File: src/rtl/axi3_pkg.sv
// axi3_pkg: shared AXI3 encodings and the LED responder register map.
// Contents: burst and response codes, ID/LEN widths, and the led_regs
// register index group (index = address bits [3:2]).
package axi3_pkg;

  localparam int ID_W  = 12;
  localparam int LEN_W = 4;

  localparam logic [1:0] BURST_FIXED = 2'b00;
  localparam logic [1:0] BURST_INCR  = 2'b01;
  localparam logic [1:0] BURST_WRAP  = 2'b10;

  localparam logic [1:0] RESP_OKAY   = 2'b00;
  localparam logic [1:0] RESP_EXOKAY = 2'b01;
  localparam logic [1:0] RESP_SLVERR = 2'b10;
  localparam logic [1:0] RESP_DECERR = 2'b11;

  // led_regs: word index of each register; byte offset = index * 4
  typedef enum logic [1:0] {
    REG_LED  = 2'd0,
    REG_MODE = 2'd1,
    REG_DIV  = 2'd2,
    REG_ID   = 2'd3
  } led_regs_e;

endpackage

File: src/rtl/axi3_burst_addr.sv
// axi3_burst_addr: next beat address for an AXI3 burst.
// Ports:
//   addr      in  32  current beat address
//   size      in  3   beat size code (bytes = 1 << size)
//   burst     in  2   burst type
//   next_addr out 32  address of the following beat
//   legal     out 1   1 for FIXED/INCR; WRAP and reserved bursts are refused
module axi3_burst_addr
  import axi3_pkg::*;
(
  input  logic [31:0] addr,
  input  logic [2:0]  size,
  input  logic [1:0]  burst,
  output logic [31:0] next_addr,
  output logic        legal
);

  always_comb begin
    next_addr = addr;
    legal     = 1'b0;
    case (burst)
      BURST_FIXED: legal = 1'b1;
      BURST_INCR: begin
        legal     = 1'b1;
        next_addr = addr + (32'd1 << size);
      end
      BURST_WRAP: legal = 1'b0;
      default:    legal = 1'b0;
    endcase
  end

endmodule

File: src/rtl/axi3_led_responder.sv
// axi3_led_responder: AXI3 slave on a PS7 GP master port, holding a 4-word
// register file (LED, MODE, DIV, ID) and driving 8 LEDs with optional blink.
// Ports:
//   i_clk0, i_rst                 clock, synchronous active-high reset
//   i_AW*/o_AWREADY               write address channel
//   i_W*/o_WREADY                 write data channel (WID ignored)
//   o_B*/i_BREADY                 write response channel
//   i_AR*/o_ARREADY               read address channel
//   o_R*/i_RREADY                 read data channel
//   o_led                         registered LED drive
//   LOCK/CACHE/PROT/QOS/WID       connection only, ignored
//
// state  | meaning
// W_IDLE | AWREADY high, waiting for a write address
// W_DATA | WREADY high, accepting write beats
// W_RESP | BVALID high until BREADY
// R_IDLE | ARREADY high, waiting for a read address
// R_DATA | RVALID high, presenting beats until the RLAST handshake
module axi3_led_responder
  import axi3_pkg::*;
#(
  parameter logic [31:0] ID_VALUE  = 32'h4C454438,
  parameter logic [7:0]  LED_RESET = 8'h00,
  parameter logic [31:0] DIV_RESET = 32'd49999999
) (
  input  logic             i_clk0,
  input  logic             i_rst,
  input  logic             i_AWVALID,
  input  logic [ID_W-1:0]  i_AWID,
  input  logic [31:0]      i_AWADDR,
  input  logic [LEN_W-1:0] i_AWLEN,
  input  logic [2:0]       i_AWSIZE,
  input  logic [1:0]       i_AWBURST,
  input  logic [1:0]       i_AWLOCK,
  input  logic [3:0]       i_AWCACHE,
  input  logic [2:0]       i_AWPROT,
  input  logic [3:0]       i_AWQOS,
  output logic             o_AWREADY,
  input  logic             i_WVALID,
  input  logic [ID_W-1:0]  i_WID,
  input  logic [31:0]      i_WDATA,
  input  logic [3:0]       i_WSTRB,
  input  logic             i_WLAST,
  output logic             o_WREADY,
  output logic             o_BVALID,
  output logic [ID_W-1:0]  o_BID,
  output logic [1:0]       o_BRESP,
  input  logic             i_BREADY,
  input  logic             i_ARVALID,
  input  logic [ID_W-1:0]  i_ARID,
  input  logic [31:0]      i_ARADDR,
  input  logic [LEN_W-1:0] i_ARLEN,
  input  logic [2:0]       i_ARSIZE,
  input  logic [1:0]       i_ARBURST,
  input  logic [1:0]       i_ARLOCK,
  input  logic [3:0]       i_ARCACHE,
  input  logic [2:0]       i_ARPROT,
  input  logic [3:0]       i_ARQOS,
  output logic             o_ARREADY,
  output logic             o_RVALID,
  output logic [ID_W-1:0]  o_RID,
  output logic [31:0]      o_RDATA,
  output logic [1:0]       o_RRESP,
  output logic             o_RLAST,
  input  logic             i_RREADY,
  output logic [7:0]       o_led
);

  typedef enum logic [1:0] {W_IDLE, W_DATA, W_RESP} w_state_e;
  typedef enum logic {R_IDLE, R_DATA} r_state_e;

  // Exclusive/decode responses are never generated; sideband inputs are ignored.
  logic unused_ok;
  assign unused_ok = ^{i_WID, i_AWLOCK, i_AWCACHE, i_AWPROT, i_AWQOS,
                       i_ARLOCK, i_ARCACHE, i_ARPROT, i_ARQOS,
                       RESP_EXOKAY, RESP_DECERR};

  logic [7:0]  led_q;
  logic        mode_q;
  logic [31:0] div_q;
  logic [31:0] blink_cnt;
  logic        phase;

  function automatic logic [31:0] reg_rd(input logic [1:0] idx, input logic [7:0] led,
                                         input logic mode, input logic [31:0] div);
    case (led_regs_e'(idx))
      REG_LED:  return {24'h0, led};
      REG_MODE: return {31'h0, mode};
      REG_DIV:  return div;
      REG_ID:   return ID_VALUE;
      default:  return 32'h0;
    endcase
  endfunction

  // ---------------- write path ----------------
  w_state_e         w_state;
  logic [ID_W-1:0]  aw_id_q;
  logic [31:0]      aw_addr_q;
  logic [LEN_W-1:0] aw_len_q;
  logic [2:0]       aw_size_q;
  logic [1:0]       aw_burst_q;
  logic [LEN_W-1:0] w_beat_q;
  logic [31:0]      w_next_addr;
  logic             w_legal;
  logic             w_hs;
  logic             w_count_end;
  logic             reg_we;
  led_regs_e        w_idx;

  axi3_burst_addr u_w_addr (
    .addr      (aw_addr_q),
    .size      (aw_size_q),
    .burst     (aw_burst_q),
    .next_addr (w_next_addr),
    .legal     (w_legal)
  );

  assign w_hs        = (w_state == W_DATA) && o_WREADY && i_WVALID;
  assign w_count_end = (w_beat_q == aw_len_q);
  assign reg_we      = w_hs && w_legal;
  assign w_idx       = led_regs_e'(aw_addr_q[3:2]);

  always_ff @(posedge i_clk0) begin
    if (i_rst) begin
      w_state    <= W_IDLE;
      o_AWREADY  <= 1'b0;
      o_WREADY   <= 1'b0;
      o_BVALID   <= 1'b0;
      o_BID      <= '0;
      o_BRESP    <= RESP_OKAY;
      aw_id_q    <= '0;
      aw_addr_q  <= '0;
      aw_len_q   <= '0;
      aw_size_q  <= '0;
      aw_burst_q <= '0;
      w_beat_q   <= '0;
    end else begin
      case (w_state)
        W_IDLE: begin
          o_AWREADY <= 1'b1;
          if (o_AWREADY && i_AWVALID) begin
            aw_id_q    <= i_AWID;
            aw_addr_q  <= i_AWADDR;
            aw_len_q   <= i_AWLEN;
            aw_size_q  <= i_AWSIZE;
            aw_burst_q <= i_AWBURST;
            w_beat_q   <= '0;
            o_AWREADY  <= 1'b0;
            o_WREADY   <= 1'b1;
            w_state    <= W_DATA;
          end
        end
        W_DATA: begin
          if (w_hs) begin
            aw_addr_q <= w_next_addr;
            // The burst ends on whichever comes first, the beat count or WLAST;
            // a mismatch between the two can only show up on that final beat.
            if (w_count_end || i_WLAST) begin
              o_WREADY <= 1'b0;
              o_BVALID <= 1'b1;
              o_BID    <= aw_id_q;
              o_BRESP  <= (w_legal && (w_count_end == i_WLAST)) ? RESP_OKAY : RESP_SLVERR;
              w_state  <= W_RESP;
            end else begin
              w_beat_q <= w_beat_q + 1'b1;
            end
          end
        end
        W_RESP: begin
          if (i_BREADY) begin
            o_BVALID  <= 1'b0;
            o_AWREADY <= 1'b1;
            w_state   <= W_IDLE;
          end
        end
        default: w_state <= W_IDLE;
      endcase
    end
  end

  // ---------------- read path ----------------
  r_state_e         r_state;
  logic [31:0]      ar_addr_q;
  logic [LEN_W-1:0] ar_len_q;
  logic [2:0]       ar_size_q;
  logic [1:0]       ar_burst_q;
  logic [LEN_W-1:0] r_beat_q;
  logic [31:0]      r_addr_cur;
  logic [2:0]       r_size_cur;
  logic [1:0]       r_burst_cur;
  logic [31:0]      r_next_addr;
  logic             r_legal;

  // In R_IDLE the address unit looks at the incoming AR so the first beat's
  // legality is known at the handshake; afterwards it follows the latched burst.
  always_comb begin
    r_addr_cur  = ar_addr_q;
    r_size_cur  = ar_size_q;
    r_burst_cur = ar_burst_q;
    if (r_state == R_IDLE) begin
      r_addr_cur  = i_ARADDR;
      r_size_cur  = i_ARSIZE;
      r_burst_cur = i_ARBURST;
    end
  end

  axi3_burst_addr u_r_addr (
    .addr      (r_addr_cur),
    .size      (r_size_cur),
    .burst     (r_burst_cur),
    .next_addr (r_next_addr),
    .legal     (r_legal)
  );

  always_ff @(posedge i_clk0) begin
    if (i_rst) begin
      r_state    <= R_IDLE;
      o_ARREADY  <= 1'b0;
      o_RVALID   <= 1'b0;
      o_RID      <= '0;
      o_RDATA    <= '0;
      o_RRESP    <= RESP_OKAY;
      o_RLAST    <= 1'b0;
      ar_addr_q  <= '0;
      ar_len_q   <= '0;
      ar_size_q  <= '0;
      ar_burst_q <= '0;
      r_beat_q   <= '0;
    end else begin
      case (r_state)
        R_IDLE: begin
          o_ARREADY <= 1'b1;
          if (o_ARREADY && i_ARVALID) begin
            ar_addr_q  <= i_ARADDR;
            ar_len_q   <= i_ARLEN;
            ar_size_q  <= i_ARSIZE;
            ar_burst_q <= i_ARBURST;
            r_beat_q   <= '0;
            o_ARREADY  <= 1'b0;
            o_RVALID   <= 1'b1;
            o_RID      <= i_ARID;
            o_RDATA    <= r_legal ? reg_rd(i_ARADDR[3:2], led_q, mode_q, div_q) : 32'h0;
            o_RRESP    <= r_legal ? RESP_OKAY : RESP_SLVERR;
            o_RLAST    <= (i_ARLEN == '0);
            r_state    <= R_DATA;
          end
        end
        R_DATA: begin
          if (i_RREADY) begin
            if (o_RLAST) begin
              o_RVALID  <= 1'b0;
              o_RLAST   <= 1'b0;
              o_ARREADY <= 1'b1;
              r_state   <= R_IDLE;
            end else begin
              ar_addr_q <= r_next_addr;
              r_beat_q  <= r_beat_q + 1'b1;
              o_RDATA   <= r_legal ? reg_rd(r_next_addr[3:2], led_q, mode_q, div_q) : 32'h0;
              o_RLAST   <= ((r_beat_q + 1'b1) == ar_len_q);
            end
          end
        end
        default: r_state <= R_IDLE;
      endcase
    end
  end

  // ---------------- register file, blink, LED drive ----------------
  always_ff @(posedge i_clk0) begin
    if (i_rst) begin
      led_q     <= LED_RESET;
      mode_q    <= 1'b0;
      div_q     <= DIV_RESET;
      blink_cnt <= '0;
      phase     <= 1'b1;
      o_led     <= LED_RESET;
    end else begin
      if (reg_we) begin
        case (w_idx)
          REG_LED:  if (i_WSTRB[0]) led_q <= i_WDATA[7:0];
          REG_MODE: if (i_WSTRB[0]) mode_q <= i_WDATA[0];
          REG_DIV: begin
            for (int b = 0; b < 4; b++) begin
              if (i_WSTRB[b]) div_q[8*b +: 8] <= i_WDATA[8*b +: 8];
            end
          end
          default: ;
        endcase
      end

      if (!mode_q) begin
        blink_cnt <= '0;
        phase     <= 1'b1;
      end else if (reg_we && (w_idx == REG_DIV)) begin
        blink_cnt <= '0;
      end else if (blink_cnt == div_q) begin
        blink_cnt <= '0;
        phase     <= ~phase;
      end else begin
        blink_cnt <= blink_cnt + 32'd1;
      end

      o_led <= led_q & {8{phase}};
    end
  end

endmodule
File: config.mk
export PLATFORM = sky130hd
export DESIGN_NAME = axi3_led_responder
export DESIGN_NICKNAME = d
export VERILOG_FILES = /design/src/rtl/axi3_pkg.sv /design/src/rtl/axi3_burst_addr.sv /design/src/rtl/axi3_led_responder.sv
export SDC_FILE = /design/constraint.sdc
export NUM_CORES = 1
export LEC_CHECK = 0
export CORE_ASPECT_RATIO = 0.6
export CORE_MARGIN = 2
export CORE_UTILIZATION = 55
export CTS_CLUSTER_DIAMETER = 80
export CTS_CLUSTER_SIZE = 30
export DETAILED_ROUTE_END_ITERATION = 7
export PLACE_DENSITY = 0.87
export SLEW_MARGIN = 20
export SYNTH_ARGS = -nofsm -noshare
export SYNTH_HDL_FRONTEND = slang
export SYNTH_HIERARCHICAL = 1
export SYNTH_SLANG_ARGS = --single-unit
File: constraint.sdc
create_clock -name i_clk0 -period 11.4 [get_ports i_clk0]
set_input_delay 2.28 -clock i_clk0 [delete_from_list [all_inputs] [get_ports i_clk0]]
set_output_delay 2.28 -clock i_clk0 [all_outputs]
set_load 0.05 [all_outputs]
==> impl_metrics.ini <==
[critical_path]
ff2ff_setup_slack_ns = 6.65
cp-start-kind = input pin
timing.rr.start = r_state
crit_slowest_cell = and3_1
path_class = input pin to register
slowest_delay_ns = 0.72
end_kind = register
crit_chain = clkdlybuf4s50_1, mux2_2, nor3b_1, ha_1, a21o_1, a21oi_1, xor2_1, o21ai_0, nand3b_1, o21ai_2, and3_1, a22oi_1, nor2_1
r2r_end = o_RDATA[8]
r2r_cells = 13
cp.required_ns = 11.76
crit_path_max_fanout = 16
cp.arrival_ns = 6.35

[yosys]
synthesis.area_sq_um = 8690
syn_inst = 1013
yosys_warnings = 6
avgSynthCellArea_sq_um = 8.57

[placement]
place_ws_ns = 5.15
dpl.hpwl_microns = 15300
gp_routability_congestion = 0.899
place_area_sq_um = 10200
io_buffer_count = 165

[pwr]
ir_drop_uv = 87.1
powerDensity_nw_per_um2 = 138
p_total_w = 0.00149
total_leakage_power_nw = 3.95

[floorplanning]
die_w_microns = 166
ios = 262
initial_core_util = 0.563
coreArea_sq_um = 15400
dieHeight_microns = 101
rows = 35
dieArea_sq_um = 16800

[sta]
fin_ws_ns = 5.42
worst_pin_slew_ns = 1.02
finalHoldViolCount = 0
layout_min_cycle_time_ns = 5.98
rsz0062_at_grt = false
fin_skew_ns = 0.0166
finalCritPeriodShare = 0.525
max_freq_ghz = 0.167
drv_slew = 0
setup_tns_ns = 0
slew-limit-headroom = 0.321
final-setup-viol-count = 0

[clocking]
cts_buffer_depth = 2
cts_setup_buffers = 0
htree_levels = 4
cts_hold_buf = 0
cts_inserted_buffers = 17
tritoncts = yes
clkLatencyLatePin_ns = 0.43
cts.sinks = 195
post_cts_resized = 0
cts-root-buf = clkbuf_16
cts.clk_slew.worst_paths_ns = 0.07

[outcome]
outcome = complete, no violations

[route]
firstDrtPassIters = 5
drt_iter0_drc = 673
via_per_inst = 5.61
drt-total-wl_microns = 21900
drc_errors = 0
route.antenna.remaining_nets = 0
wl_per_cell_microns = 16.4
vias = 7475

[final_layout]
fin_nets = 1320
n_antenna_cell = 0
fin_area_sq_um = 10800
drive_gt1_frac = 0.0593
area_growth_pct = 24.5

[grt]
track_usage = 0.256
grt_pass1_vias = 6883
antenna_found_initial = 0
grt-ovfl-total = 0
grt_pass1_wl_microns = 35000
grt_start_max_net_pins = 97

[min_path]
hold_depth = 2
hold_end = o_BID[10]
hold_class = register to register
hp-start = aw_id_q[10]

[flow_run]
max-cap-violations = 0
-- placed cells by master (no fill, tap or decap), drive strengths merged, types with 4 or more instances in the layout --
| master | n |
|---|---|
| clkinv | 4 |
| and3 | 27 |
| a21o | 4 |
| a21oi | 84 |
| nand2 | 158 |
| and4 | 5 |
| xor2 | 58 |
| buf | 8 |
| clkbuf | 19 |
| nand3b | 5 |
| xnor2 | 20 |
| inv | 14 |
| a211o | 18 |
| nand2b | 6 |
| a211oi | 17 |
| clkdlybuf4s50 | 164 |
| mux2i | 15 |
| mux2 | 11 |
| nand4b | 4 |
| nor3b | 8 |
| dfxtp | 195 |
| a22o | 4 |
| nor3 | 20 |
| nand4 | 17 |
| a22oi | 20 |
| nand3 | 32 |
| nor2 | 108 |
| and2 | 13 |
| nor4 | 10 |
| ha | 12 |
| o21ai | 16 |
| nor2b | 6 |
-- layer usage --
| metal | global-route usage | vias up | part of all wire |
|---|---|---|---|
| met5 | 0 | - | 0 |
| met4 | 0.0643 | 0 | 0.010 |
| met3 | 0.0629 | 19 | 0.082 |
| met2 | 0.387 | 268 | 0.43 |
| met1 | 0.371 | 3522 | 0.48 |
| li1 | - | 3666 | - |
-- state kept, by name, indices dropped and copies added (netlist names), 3 cells and up --
signal and flops:
o_led 8, blink_cnt 32, aw_len_q 4, o_RDATA 32
ar_len_q 4, r_beat_q 4, led_q 8, o_RID 12
w_beat_q 4, aw_id_q 12, ar_size_q 3, aw_size_q 3
o_BID 12, div_q 32, ar_addr_q 4, aw_addr_q 4
-- worst max path at each step --
stage | start | to | slack (ns) | depth (start not counted)
after floorplan | i_ARSIZE[1] | o_RDATA[17] | 6.59 | 15
after global placement | i_ARSIZE[2] | o_RDATA[28] | 5.31 | 13
after detailed placement | i_ARSIZE[2] | o_RDATA[31] | 5.15 | 13
final | i_ARSIZE[2] | o_RDATA[8] | 5.42 | 13
after CTS | i_ARSIZE[2] | o_RDATA[8] | 5.52 | 13
after global routing | i_ARSIZE[2] | o_RDATA[31] | 5.18 | 13
-- power breakdown --
group | internal (W) | leakage [nW] | switching, W
registers | 0.000700 | 1.58 | 0.0000143
clock network | 0.000299 | 0.274 | 0.000279
logic | 0.0000809 | 2.10 | 0.000117
total | 0.00108 | 3.95 | 0.000410
-- final cells by class --
cell class                      instances  area [sq um]
Clock buffer                           19           453
Tap cell                              203           254
Inverter                                8          30.0
Clock inverter                         12           113
Multi-Input combinational cell        724          4360
Fill cell                            1219          4600
Timing Repair Buffer                  172          1700
Sequential cell                       195          3900
-- metrics by stage --
stage                util  hold WS [ns]  cells
finish              0.701         0.453   1333
global route        0.701         0.471   1333
CTS                 0.701         0.454   1333
detailed placement  0.665         0.446   1302
global placement    0.665         0.437   1302
floorplan               -         0.410   1014
-- critical path: cells and delay by family --
| kind | cells | cell delay [ns] |
|---|---|---|
| buf+inv | 1 | 0.45 |
| compound gates | 5 | 1.43 |
| xor+xnor | 1 | 0.08 |
| mux | 1 | 0.32 |
| simple gates | 4 | 1.46 |
| fa+ha+maj | 1 | 0.32 |
Power figures use the tool's default switching activity.
